`src/rtl/stall_flush_ctrl.sv`:
```
`default_nettype none
// ============================================================================
//  Module      : stall_flush_ctrl
//  Description : Pipeline stall/flush controller. Merges level stall requests,
//                a data-hazard bubble request and a timed hold into one stall
//                vector. Also provides a one-cycle flush FSM state, a
//                registered flush pulse and a sticky stall-deadlock watchdog.
//  Ports       : clk, rst (async, active-high)
//                stall_req[NUM_REQ]  - level stall requests
//                bubble_req          - bubble request (lowest priority)
//                hold_start/hold_len - start a hold of hold_len cycles
//                flush               - flush request
//                stall[NUM_STAGES]   - combinational stall vector (bit 0 = PC)
//                flush_o             - flush delayed by one cycle
//                hold_busy           - FSM is in HOLD
//                deadlock            - sticky watchdog flag
//  Revision    : 1.0 - initial release
// ============================================================================
module stall_flush_ctrl #(
  parameter int                     NUM_STAGES   = 13,
  parameter int                     NUM_REQ      = 3,
  parameter logic [4*NUM_REQ-1:0]   REQ_STAGE    = 12'h123,
  parameter int                     BUBBLE_STAGE = 3,
  parameter int                     HOLD_STAGE   = 3,
  parameter int                     CNT_W        = 4,
  parameter int                     WDOG_LIMIT   = 64
) (
  input  logic                  clk,
  input  logic                  rst,
  input  logic [NUM_REQ-1:0]    stall_req,
  input  logic                  bubble_req,
  input  logic                  hold_start,
  input  logic [CNT_W-1:0]      hold_len,
  input  logic                  flush,
  output logic [NUM_STAGES-1:0] stall,
  output logic                  flush_o,
  output logic                  hold_busy,
  output logic                  deadlock
);

  localparam logic [1:0] S_IDLE  = 2'd0;
  localparam logic [1:0] S_HOLD  = 2'd1;
  localparam logic [1:0] S_FLUSH = 2'd2;

  localparam int RUN_W = $clog2(WDOG_LIMIT + 1);

  logic [1:0]            state;
  logic [CNT_W-1:0]      hold_cnt;
  logic [RUN_W-1:0]      run_cnt;
  logic [RUN_W-1:0]      run_next;
  logic [NUM_STAGES-1:0] req_stall;

  // Bits 0..k set: a request at stage k freezes everything upstream of it.
  function automatic logic [NUM_STAGES-1:0] mask(input logic [3:0] k);
    logic [NUM_STAGES-1:0] m;
    for (int i = 0; i < NUM_STAGES; i++) begin
      m[i] = (i <= int'(k));
    end
    return m;
  endfunction

  // Masks are nested, so the OR is simply the widest active request.
  always_comb begin
    req_stall = '0;
    for (int i = 0; i < NUM_REQ; i++) begin
      if (stall_req[i]) begin
        req_stall = req_stall | mask(REQ_STAGE[4*i +: 4]);
      end
    end
    if (state == S_HOLD) begin
      req_stall = req_stall | mask(4'(HOLD_STAGE));
    end
  end

  // Flush beats everything; the bubble only fills in when nothing else stalls.
  always_comb begin
    stall = '0;
    if (rst || flush || (state == S_FLUSH)) begin
      stall = '0;
    end else if (|req_stall) begin
      stall = req_stall;
    end else if (bubble_req) begin
      stall[BUBBLE_STAGE] = 1'b1;
    end
  end

  always_ff @(posedge clk or posedge rst) begin
    if (rst) begin
      state    <= S_IDLE;
      hold_cnt <= '0;
    end else if (flush) begin
      state    <= S_FLUSH;
      hold_cnt <= '0;
    end else begin
      case (state)
        S_IDLE: begin
          if (hold_start && (hold_len != '0)) begin
            state    <= S_HOLD;
            hold_cnt <= hold_len;
          end
        end
        S_HOLD: begin
          // Leaving on the count of 1 makes the hold last exactly hold_len cycles.
          if (hold_cnt == CNT_W'(1)) begin
            state <= S_IDLE;
          end
          hold_cnt <= hold_cnt - CNT_W'(1);
        end
        S_FLUSH: begin
          state <= S_IDLE;
        end
        default: begin
          state    <= S_IDLE;
          hold_cnt <= '0;
        end
      endcase
    end
  end

  assign hold_busy = (state == S_HOLD);

  always_ff @(posedge clk or posedge rst) begin
    if (rst) begin
      flush_o <= 1'b0;
    end else begin
      flush_o <= flush;
    end
  end

  // Watchdog counts consecutive cycles with the PC frozen, saturating.
  always_comb begin
    run_next = '0;
    if (flush) begin
      run_next = '0;
    end else if (stall[0]) begin
      run_next = (run_cnt == RUN_W'(WDOG_LIMIT)) ? run_cnt : run_cnt + RUN_W'(1);
    end else begin
      run_next = '0;
    end
  end

  always_ff @(posedge clk or posedge rst) begin
    if (rst) begin
      run_cnt  <= '0;
      deadlock <= 1'b0;
    end else begin
      run_cnt  <= run_next;
      deadlock <= flush ? 1'b0 : (deadlock | (run_next == RUN_W'(WDOG_LIMIT)));
    end
  end

endmodule
`default_nettype wire
```
`config.mk`:
```
export PLATFORM = sky130hd
export DESIGN_NAME = stall_flush_ctrl
export DESIGN_NICKNAME = d
export VERILOG_FILES = /design/src/rtl/stall_flush_ctrl.sv
export SDC_FILE = /design/constraint.sdc
export NUM_CORES = 1
export LEC_CHECK = 0
export ABC_CLOCK_PERIOD_IN_PS = 2800
export CORE_ASPECT_RATIO = 0.7
export CORE_MARGIN = 8
export CORE_UTILIZATION = 50
export DETAILED_ROUTE_END_ITERATION = 12
export PLACE_DENSITY = 0.83
export SLEW_MARGIN = 10
export SYNTH_ARGS = -nofsm -noshare
export SYNTH_HDL_FRONTEND = slang
export SYNTH_SLANG_ARGS = --single-unit
```
`constraint.sdc`:
```
create_clock -name clk -period 2.8 [get_ports clk]
set_input_delay 0.42 -clock clk [delete_from_list [all_inputs] [get_ports clk]]
set_output_delay 0.42 -clock clk [all_outputs]
set_load 0.02 [all_outputs]
```
Word-level counts from Yosys, hierarchy flattened
Index checks and enable logic that the tools add are counted.
{ "word_totals": {"in_bits": 12, "wordCells": 44, "ff_bits": 15, "output_inout_bits": 16} }
{ "classes": {"reduce_logical": 8, "addsub": 2, "mux": 20, "bitwise_logic": 1, "eq_ne": 8} }
{ "ops": {"columns": ["operator", "count"], "rows": [
  ["two-way mux 7 bit", 3],
  ["two-way mux 4 bit", 4],
  ["== test 7 bit (second input constant)", 2],
  ["two-way mux 13 bit", 1],
  ["OR reduction 13 bit", 1],
  ["one-hot mux 4 bit (3 select lines)", 1],
  ["two-way mux 9 bit", 1],
  ["two-way mux 2 bit", 4],
  ["adder 7 x 1 -> 7 bit (second input constant)", 1],
  ["two-way mux 3 bit", 2],
  ["== test 4 x 1 -> 1 bit (second input constant)", 1],
  ["one-hot mux 2 bit (2 select lines)", 1],
  ["AND reduction 2 bit", 2],
  ["nonzero test 4 bit", 1],
  ["subtractor 4 x 1 -> 4 bit (second input constant)", 1],
  ["two-way mux 1 bit", 3],
  ["!= test 3 x 2 -> 1 bit (second input constant)", 1],
  ["!= test 3 bit (second input constant)", 1],
  ["== test 2 x 1 -> 1 bit (second input constant)", 1],
  ["== test 2 bit (second input constant)", 1],
  ["logical NOT 2 bit", 1],
  ["logical OR 1 bit", 2],
  ["!= test 2 bit (second input constant)", 1],
  ["logical AND 1 bit", 1],
  ["bitwise OR 1 bit", 1]
]} }

Logic depth before layout (Yosys ltp)
Gate-level depths: netlist of the first run.
{ "depth": {"ltp_word": 12, "depth_mapped": 6} }

Least setup slack after synthesis of the first run
Ideal clock, no wire load.
{ "synth_path": {"path_type": "reg-to-reg", "startpoint": "reg state[1]", "endpoint": "reg deadlock", "path_buffers": 0, "path_stages_with_launch": 6, "slack_ps": 1111, "synth_period_minus_slack_ps": 1689, "arrival_time_ps": 1559, "t_required_ps": 2670, "cell_sequence": "dfrtp_1 nor2b_4 o311ai_4 or3_4 a2111oi_2 nor3_1"} }
{ "synth_between": {"elab_chain_len": 10, "elab_cells_between_ends": 12, "classes_between": "eq/ne (3); mux (6); bitwise (1); reduce/logical (2)"} }
{ "synth_rtl": {"columns": ["element", "line", "rtl"], "rows": [
  ["from (decl)", "47", "logic [1:0] state;"],
  ["from (signal assigned)", "89", "state <= S_IDLE;"],
  ["from (signal assigned)", "92", "state <= S_FLUSH;"],
  ["from (signal assigned)", "98", "state <= S_HOLD;"],
  ["== test 2 x 1 -> 1 bit (*)", null, null],
  ["via hold_busy", "37", "output logic hold_busy,"],
  ["two-way mux 4 bit (*)", "70", "if (state == S_HOLD) begin"],
  ["OR reduction 13 bit", "80", "end else if (|req_stall) begin"],
  ["two-way mux 3 bit (*)", "80", null],
  ["two-way mux 13 bit (*)", "78", "if (rst || flush || (state == S_FLUSH)) begin"],
  ["two-way mux 7 bit (*)", "135", "end else if (stall[0]) begin"],
  ["two-way mux 7 bit (*)", "133", "if (flush) begin"],
  ["== test 7 bit (*)", "148", "deadlock <= flush ? 1'b0 : (deadlock | (run_next == RUN_W'(WDOG_LIMIT)));"],
  ["bitwise OR 1 bit (*)", "148", null],
  ["two-way mux 1 bit (*)", "148", null],
  ["to (signal assigned)", "148", null],
  ["to (decl)", "38", "output logic deadlock"]
]} }
Mark *: on every way through the listed nets, which the timed path passes. The rest lies on a longest branch.
A chain may end at the register's enable or synchronous reset.

Final worst setup path of the first run
{ "layout_path": {"startpoint": "in stall_req[1]", "endpoint": "out stall[0]"} }
{ "layout_between": {"elab_chain_len": 6} }
{ "layout_rtl": {"columns": ["element", "line", "rtl"], "rows": [
  ["from (decl)", "30", "input logic [NUM_REQ-1:0] stall_req,"],
  ["two-way mux 3 bit (*)", "66", "if (stall_req[i]) begin"],
  ["two-way mux 2 bit", "66", null],
  ["two-way mux 4 bit (*)", "70", null],
  ["OR reduction 13 bit", "80", null],
  ["two-way mux 3 bit (*)", "80", null],
  ["two-way mux 13 bit (*)", "78", null],
  ["to (decl)", "35", "output logic [NUM_STAGES-1:0] stall,"]
]} }
Mark *: on every way between the ends. The rest lies on a longest branch, timed or not.

==> results of run 1 <==
[logic make-up (layout without fill, tap and decap cells)]
family,count (synthesis),in the layout,share of synthesized area
buffers and inverters,20,31,0.117
adder cells (fa/ha/maj),4,4,0.0519
multiplexers,1,1,0.0104
other,1,9,0.00389
AND/OR/NAND/NOR,45,45,0.244
flip-flops,15,15,0.389
AO/OA/AOI/OAI,15,15,0.130
XOR/XNOR,6,6,0.0545
[area by class of cell]
| class | count | area, um^2 |
|---|---|---|
| well taps | 22 | 27.5 |
| repair buffers | 19 | 188 |
| inverters | 8 | 30.0 |
| clock buffers | 3 | 22.5 |
| clock inverters | 1 | 5.00 |
| fillers | 159 | 683 |
| multi-input cells | 80 | 507 |
| flip-flops and latches | 15 | 375 |
[sequential cells by signal (all words and copies together), names as in the netlist]
name and count:
deadlock 1, flush_o 1, run_cnt 7, state 2
hold_cnt 4
[through the flow]
| step | instances | instance area (um^2) | util |
|---|---|---|---|
| 3_5_place_dp | 144 | 1130 | 0.613 |
| 5_1_grt | 148 | 1150 | 0.628 |
| 3_3_place_gp | 144 | 1130 | 0.613 |
| 4_1_cts | 148 | 1150 | 0.628 |
| 6_report | 148 | 1150 | 0.628 |
| 2_1_floorplan | 115 | 995 | - |
[power groups by stage]
stage	sequential (W)	combinational [W]	clock [W]
CTS	0.000233	0.0000883	0.000127
finish	0.000233	0.0000880	0.000123
detailed placement	0.000237	0.0000880	0
floorplan	0.000234	0.0000635	0
global route	0.000234	0.0000979	0.000140
global placement	0.000237	0.0000849	0
[routing by layer]
layer,GRT usage,wire length [um]
met5,0,0
met4,0.0576,32
met3,0.0406,129
met2,0.210,1040
met1,0.139,837
[worst paths after layout]
kind | from | to | slack (ns) | cells after the start
setup / recovery | stall_req[1] | stall[0] | 0.35 | 5
min in group clk | hold_cnt[3]$_DFFE_PP0P_ | hold_cnt[3]$_DFFE_PP0P_ | 0.55 | 1
hold / removal | rst | hold_cnt[0]$_DFFE_PP0P_ | 0.52 | 2
max in group asynchronous | rst | run_cnt[3]$_DFF_PP0_ | 1.91 | 2
setup reg to reg | state[0]$_DFFE_PP0P_ | deadlock$_DFF_PP0_ | 0.81 | 5
hold reg to reg | hold_cnt[3]$_DFFE_PP0P_ | hold_cnt[3]$_DFFE_PP0P_ | 0.55 | 1
[worst register-to-register path, delay by kind of cell (launching register included)]
kind | cells | cell delay, ns
simple gates | 3 | 0.80
flops | 1 | 0.58
compound gates | 2 | 0.48
[placed cells by master, fill, tap and decap left out, types with 2 or more instances in the layout]
cell / synthesis / final
xnor2_1: 3 / 3
o21ai_0: 5 / 5
clkbuf_4: 0 / 3
dfrtp_1: 15 / 15
nand2_1: 7 / 7
and2_1: 2 / 2
clkdlybuf4s50_1: 0 / 18
nor4_1: 2 / 2
nor2_1: 15 / 15
conb_1: 1 / 9
nor3_1: 5 / 5
ha_1: 4 / 4
xor2_1: 3 / 3
inv_1: 7 / 7
nand3_1: 5 / 5
==> impl_metrics.py, run 1 <==
metrics = {
    "timing": {
        "final_hold_viol_count": 0,
        "setup_tns_ns": 0,
        "setup_ws_ns": 0.354,
        "fmax_mhz": 409,
        "layout_worst_path_cycle_share": 0.874,
        "hold_slack_ns": 0.519,
        "rsz0062_at_grt": "false",
        "skew_ns": 0.00836,
        "final_max_slew_viol_count": 0,
        "maxSlewHeadroom": 0.635,
        "setup_viol": 0,
        "min_period_ns": 2.45,
        "worst_pin_slew_ns": 0.547,
    },
    "route": {
        "ant_nets": 0,
        "avgRoutedWirePerCell_um": 13.8,
        "dr.pass1.iters": 4,
        "drt_iter0_markers": 52,
        "vias_per_cell": 5.43,
        "drt-total-wl_mm": 2.04,
        "drc": 0,
        "vias": 803,
    },
    "synthesis": {
        "synth_edf_count": 0,
        "async_flop_share": 1.00,
        "syn_area_um2": 965,
        "avgSynthCellArea_um2": 9.02,
        "synth_top_flop_cell": "dfrtp_1",
        "synth_top_area_frac": 0.389,
        "synth_area_leader_cell": "dfrtp_1",
        "synthTopCellsByCount": "dfrtp_1, nor2_1, buf_4",
        "ys_types": 36,
        "synth_area_leaders": "dfrtp_1, buf_4, nor2_1",
        "ys_ff_latch": 15,
        "syn_inst": 107,
        "yosysSeqAreaShare": 0.389,
        "ys_warn_count": 0,
    },
    "setup_path": {
        "cp_top_family": "buffers and inverters",
        "cp.arrival_ns": 2.03,
        "max_stage_delay_ns": 0.54,
        "startpoint_type": "primary input",
        "crit_fanout": 4,
        "cp-end-kind": "output pin",
        "cp_slowest_cell": "clkdlybuf4s50_1",
        "crit_type": "in2out",
        "worst-path-buf-inv": 3,
        "cp_common_cell": "clkdlybuf4s50_1",
        "worstPathCellList": "clkdlybuf4s50_1 > or2_1 > o311ai_4 > inv_2 > clkdlybuf4s50_1",
        "worstPathRequired_ns": 2.38,
    },
    "die": {
        "die_y_um": 52.8,
        "start_util": 0.525,
        "die_w_um": 68.5,
        "ios": 28,
        "die_area_um2": 3610,
        "coreArea_um2": 1840,
        "rows": 13,
    },
    "power": {
        "power_switching_w": 0.000129,
        "total_power_w": 0.000444,
        "power_leakage_nw": 0.488,
        "pwr-share-clk": 0.278,
        "combinationalPowerShare": 0.198,
        "p_int_w": 0.000315,
        "vdd_drop_max_v": 0.000275,
        "powerDensity_nw_per_um2": 385,
        "p_seq_frac": 0.524,
        "swShare": 0.290,
    },
    "global_routing": {
        "grt_pass1_wl_mm": 3.42,
        "grt_max_degree": 16,
        "grt-ovfl-total": 0,
        "grt_pass1_vias": 825,
        "grt_antenna_before_repair": 0,
        "grtUsageTotal": 0.124,
    },
    "placement": {
        "dpl.hpwl_mm": 1.71,
        "portBuffers": 18,
        "gp_congestion": 0.800,
        "post-place-ws_ns": 0.336,
    },
    "cts": {
        "cts_buffer_depth": 2,
        "cts_tree": "built",
        "clk-insertion-delay-late_ns": 0.29,
        "cts_resized": 0,
        "path_clk_slew_ns": 0.09,
        "cts_buffers": 3,
        "root_buffer": "clkbuf_4",
        "postCtsHoldBufs": 0,
        "cts.htree.levels": 1,
        "cts_setup_buffers": 0,
        "clock-sinks": 15,
    },
    "finish": {
        "diodes": 0,
        "layout-drive-gt1-share": 0.0873,
        "syn2layout_area_growth_pct": 19.7,
        "nets": 143,
    },
    "status": {
        "status": "finished clean",
    },
    "job": {
        "maxCapViolations": 0,
    },
    "hold_path": {
        "min_path_type": "in2async",
    },
}
No activity file was read; power rests on OpenSTA's default activity.
==> inputs of run 2 (changes only) <==
- CORE_ASPECT_RATIO: 0.7 -> default
==> run 2 against run 1 <==
  * Routed wire length is 4.8% lower
  * Combinational power down 1%
  * Via count shrank 5.7%
  * Design area is 0.54% higher
  * Critical endpoint is now stall[1]
  * Largest cell class unchanged
==> impl_metrics.py, run 2 (synthesis results as in run 1) <==
metrics = {
    "status": {
        "status": "finished clean",
    },
    "power": {
        "power_leakage_nw": 0.488,
        "pwr-share-clk": 0.277,
        "vdd_drop_max_v": 0.000282,
        "powerDensity_nw_per_um2": 381,
        "p_int_w": 0.000315,
        "swShare": 0.288,
        "power_switching_w": 0.000128,
        "p_seq_frac": 0.527,
        "combinationalPowerShare": 0.196,
    },
    "global_routing": {
        "grt_pass1_vias": 757,
        "grt_pass1_wl_mm": 3.26,
        "grt_antenna_before_repair": 0,
        "grtUsageTotal": 0.116,
        "grt-ovfl-total": 0,
        "grt_max_degree": 16,
    },
    "setup_path": {
        "crit_fanout": 4,
        "cp_top_family": "buffers and inverters",
        "startpoint_type": "primary input",
        "worst-path-buf-inv": 3,
        "max_stage_delay_ns": 0.55,
        "worstPathCellList": "clkdlybuf4s50_1 > or2_1 > o311ai_4 > inv_2 > clkdlybuf4s50_1",
        "worstPathRequired_ns": 2.38,
        "crit_type": "in2out",
        "cp_slowest_cell": "clkdlybuf4s50_1",
        "cp-end-kind": "output pin",
        "cp_common_cell": "clkdlybuf4s50_1",
        "cp.arrival_ns": 2.03,
    },
    "timing": {
        "maxSlewHeadroom": 0.624,
        "fmax_mhz": 408,
        "final_max_slew_viol_count": 0,
        "min_period_ns": 2.45,
        "rsz0062_at_grt": "false",
        "setup_tns_ns": 0,
        "worst_pin_slew_ns": 0.563,
        "final_hold_viol_count": 0,
        "skew_ns": 0.00308,
        "layout_worst_path_cycle_share": 0.875,
        "setup_ws_ns": 0.351,
        "setup_viol": 0,
        "hold_slack_ns": 0.545,
    },
    "finish": {
        "final_common_cell": "clkdlybuf4s50_1",
        "layout-drive-gt1-share": 0.0873,
        "diodes": 0,
        "reg_top3": "run_cnt: 7 flops, hold_cnt: 4 flops, state: 2 flops",
        "largest_reg_flops": 7,
        "syn2layout_area_growth_pct": 20.4,
        "nets": 143,
        "most-common-layout-cells": "clkdlybuf4s50_1, nor2_1, dfrtp_1, conb_1",
        "top_register": "run_cnt",
    },
    "die": {
        "rows": 16,
        "die_w_um": 59.9,
        "die_y_um": 59.9,
        "die_area_um2": 3590,
        "start_util": 0.513,
        "ios": 28,
        "coreArea_um2": 1880,
    },
    "cts": {
        "cts_tree": "built",
        "root_buffer": "clkbuf_4",
        "clock-sinks": 15,
        "clk-insertion-delay-late_ns": 0.27,
        "cts_setup_buffers": 0,
        "cts.htree.levels": 1,
        "cts_resized": 0,
        "cts_buffer_depth": 2,
        "postCtsHoldBufs": 0,
        "cts_buffers": 3,
        "path_clk_slew_ns": 0.09,
    },
    "route": {
        "vias": 757,
        "drt-total-wl_mm": 1.95,
        "avgRoutedWirePerCell_um": 12.7,
        "dr.pass1.iters": 4,
        "drc": 0,
        "ant_nets": 0,
        "drt_iter0_markers": 17,
        "vias_per_cell": 4.95,
    },
    "placement": {
        "post-place-ws_ns": 0.339,
        "portBuffers": 18,
        "gp_congestion": 0.823,
        "dpl.hpwl_mm": 1.61,
    },
    "hold_path": {
        "min_path_type": "in2async",
    },
    "job": {
        "maxCapViolations": 0,
    },
}
## run 2: cell counts in the layout (fill, tap and decap cells not counted)
No cell type changed its count.
## run 2: power by group through the flow
stage / clock, W / sequential [W] / combinational (W)
3_3_place_gp: 0 / 0.000236 / 0.0000844
4_1_cts: 0.000125 / 0.000233 / 0.0000872
5_1_grt: 0.000136 / 0.000234 / 0.0000960
3_5_place_dp: 0 / 0.000237 / 0.0000867
6_report: 0.000123 / 0.000233 / 0.0000868
2_1_floorplan: 0 / 0.000234 / 0.0000635
## run 2: worst register-to-register path, delay by kind of cell (launching register included)
kind / cells / cell delay [ns]
simple gates: 3 / 0.79
flops: 1 / 0.58
compound gates: 2 / 0.42
## run 2: area by class of cell
cell class                 instances  area [um^2]
clock buffer                       3         22.5
sequential                        15          375
tap                               27         33.8
timing repair buffer              19          188
fill                             170          721
clock inverter                     1         5.00
multi-input combinational         80          507
inverter                           8         30.0
## run 2: path summary, 6_finish.rpt
| kind | start | cells after the start | endpoint | slack (ns) |
|---|---|---|---|---|
| worst max-delay path | stall_req[1] | 5 | stall[1] | 0.35 |
| max in group asynchronous | rst | 2 | deadlock$_DFF_PP0_ | 1.89 |
| worst min register to register | hold_cnt[3]$_DFFE_PP0P_ | 1 | hold_cnt[3]$_DFFE_PP0P_ | 0.55 |
| min in group clk | hold_cnt[3]$_DFFE_PP0P_ | 1 | hold_cnt[3]$_DFFE_PP0P_ | 0.55 |
| worst min-delay path | rst | 2 | state[0]$_DFFE_PP0P_ | 0.55 |
| worst max register to register | state[0]$_DFFE_PP0P_ | 5 | deadlock$_DFF_PP0_ | 0.89 |
## run 2: layer usage
layer	wire, um	vias to the layer above	global-route usage
met1	827	351	0.137
met5	0	-	0
met4	4	0	0.0204
li1	-	389	-
met2	1040	15	0.203
met3	75	2	0.0323
## run 2: stage by stage
stage / total power, W / instances / cell area (um^2) / util
after CTS: 0.000445 / 153 / 1160 / 0.617
final: 0.000442 / 153 / 1160 / 0.617
after detailed placement: 0.000324 / 149 / 1130 / 0.602
after floorplan: 0.000298 / 115 / 995 / -
after global routing: 0.000466 / 153 / 1160 / 0.617
after global placement: 0.000321 / 149 / 1130 / 0.602
==> inputs of run 3 (changes only) <==
- CORE_ASPECT_RATIO: default -> 0.9
==> run 3 against run 2 <==
  * Total power shrank 0.73%
  * Sequential cell count is the same
  * Sequential share of layout area grew 0.070 points
  * Core utilization is essentially flat
  * First-iteration DRC count grew to 2.8 times the previous value
  * Non-clock buffer count is the same
  * Worst hold slack lost 0.014 ns
  * Clock skew shrank 0.0013 ns
  * Die area is essentially flat
==> impl_metrics.py, run 3 (synthesis results as in run 1) <==
metrics = {
    "timing": {
        "rsz0062_at_grt": "false",
        "layout_worst_path_cycle_share": 0.880,
        "final_hold_viol_count": 0,
        "min_period_ns": 2.46,
        "final_max_slew_viol_count": 0,
        "maxSlewHeadroom": 0.636,
        "setup_tns_ns": 0,
        "skew_ns": 0.00181,
        "setup_viol": 0,
        "worst_pin_slew_ns": 0.545,
        "hold_slack_ns": 0.531,
        "fmax_mhz": 406,
    },
    "finish": {
        "most-common-layout-cells": "clkdlybuf4s50_1, nor2_1, dfrtp_1, conb_1",
        "diodes": 0,
        "largest_reg_flops": 7,
        "nets": 143,
        "top_register": "run_cnt",
        "reg_top3": "run_cnt: 7 flops, hold_cnt: 4 flops, state: 2 flops",
        "design_area_um2": 1160,
        "syn2layout_area_growth_pct": 20.1,
        "layout-drive-gt1-share": 0.0873,
        "final_common_cell": "clkdlybuf4s50_1",
    },
    "global_routing": {
        "grt_max_degree": 16,
        "grtUsageTotal": 0.108,
        "grt_antenna_before_repair": 0,
        "grt-ovfl-total": 0,
        "grt_pass1_wl_mm": 3.21,
        "grt_pass1_vias": 732,
    },
    "route": {
        "dr.pass1.iters": 4,
        "ant_nets": 0,
        "drc": 0,
        "avgRoutedWirePerCell_um": 12.1,
        "vias": 747,
        "drt_iter0_markers": 47,
        "vias_per_cell": 4.95,
        "drt-total-wl_mm": 1.82,
    },
    "cts": {
        "postCtsHoldBufs": 0,
        "cts_buffer_depth": 2,
        "clk-insertion-delay-late_ns": 0.28,
        "cts_buffers": 3,
        "cts_resized": 0,
        "root_buffer": "clkbuf_4",
        "cts_tree": "built",
        "cts.htree.levels": 1,
        "cts_setup_buffers": 0,
        "path_clk_slew_ns": 0.09,
        "clock-sinks": 15,
    },
    "placement": {
        "dpl.hpwl_mm": 1.50,
        "place_area_um2": 1130,
        "gp_congestion": 0.838,
        "portBuffers": 18,
    },
    "power": {
        "pwr-share-clk": 0.274,
        "p_int_w": 0.000315,
        "total_power_w": 0.000439,
        "combinationalPowerShare": 0.197,
        "powerDensity_nw_per_um2": 379,
        "power_leakage_nw": 0.488,
        "swShare": 0.283,
        "vdd_drop_max_v": 0.000324,
        "power_switching_w": 0.000124,
        "p_seq_frac": 0.529,
    },
    "hold_path": {
        "min_path_type": "in2async",
    },
    "setup_path": {
        "cp.arrival_ns": 2.04,
        "cp-end-kind": "output pin",
        "crit_fanout": 4,
        "startpoint_type": "primary input",
        "crit_type": "in2out",
        "worstPathRequired_ns": 2.38,
    },
    "die": {
        "rows": 15,
        "die_y_um": 57.7,
        "die_w_um": 62.3,
        "start_util": 0.514,
        "ios": 28,
        "die_area_um2": 3590,
        "coreArea_um2": 1880,
    },
    "status": {
        "status": "finished clean",
    },
    "job": {
        "maxCapViolations": 0,
    },
}
[run 3: power by group through the flow]
stage               combinational [W]  sequential, W  clock [W]
finish                      0.0000863       0.000233   0.000120
global route                0.0000957       0.000234   0.000141
CTS                         0.0000868       0.000233   0.000131
detailed placement          0.0000865       0.000237          0
global placement            0.0000847       0.000236          0
floorplan                   0.0000635       0.000234          0
[run 3: per-layer routing]
layer | up-vias | wire length [um] | global-route usage
met4 | 0 | 0 | 0.0292
met5 | - | 0 | 0
met2 | 21 | 919 | 0.190
li1 | 388 | - | -
met1 | 338 | 788 | 0.115
met3 | 0 | 113 | 0.0481
[run 3: path summary, 6_finish.rpt]
kind,end,from,cells past startpoint,slack (ns)
max,stall[0],stall_req[1],5,0.34
min,state[0]$_DFFE_PP0P_,rst,2,0.53
max reg2reg,deadlock$_DFF_PP0_,state[0]$_DFFE_PP0P_,5,0.89
min reg2reg,hold_cnt[3]$_DFFE_PP0P_,hold_cnt[3]$_DFFE_PP0P_,1,0.55
max in group asynchronous,run_cnt[3]$_DFF_PP0_,rst,2,1.91
min in group clk,hold_cnt[3]$_DFFE_PP0P_,hold_cnt[3]$_DFFE_PP0P_,1,0.55
[run 3: critical path: stages]
cell	delay, ns
clkdlybuf4s50_1	0.44
or2_1	0.27
o311ai_4	0.28
inv_2	0.08
clkdlybuf4s50_1	0.55
[run 3: stage by stage]
stage / instances / utilization / worst slack (ns)
CTS: 151 / 0.617 / 0.318
finish: 151 / 0.617 / 0.336
detailed placement: 147 / 0.603 / 0.324
floorplan: 115 / - / 1.11
global route: 151 / 0.617 / 0.292
global placement: 147 / 0.603 / 0.369
[run 3: layout make-up]
class	instances	area, um^2
Fill cell	155	718
Multi-Input combinational cell	80	507
Sequential cell	15	375
Timing Repair Buffer	19	188
Tap cell	25	31.3
Inverter	8	30.0
Clock buffer	3	22.5
Clock inverter	1	5.00
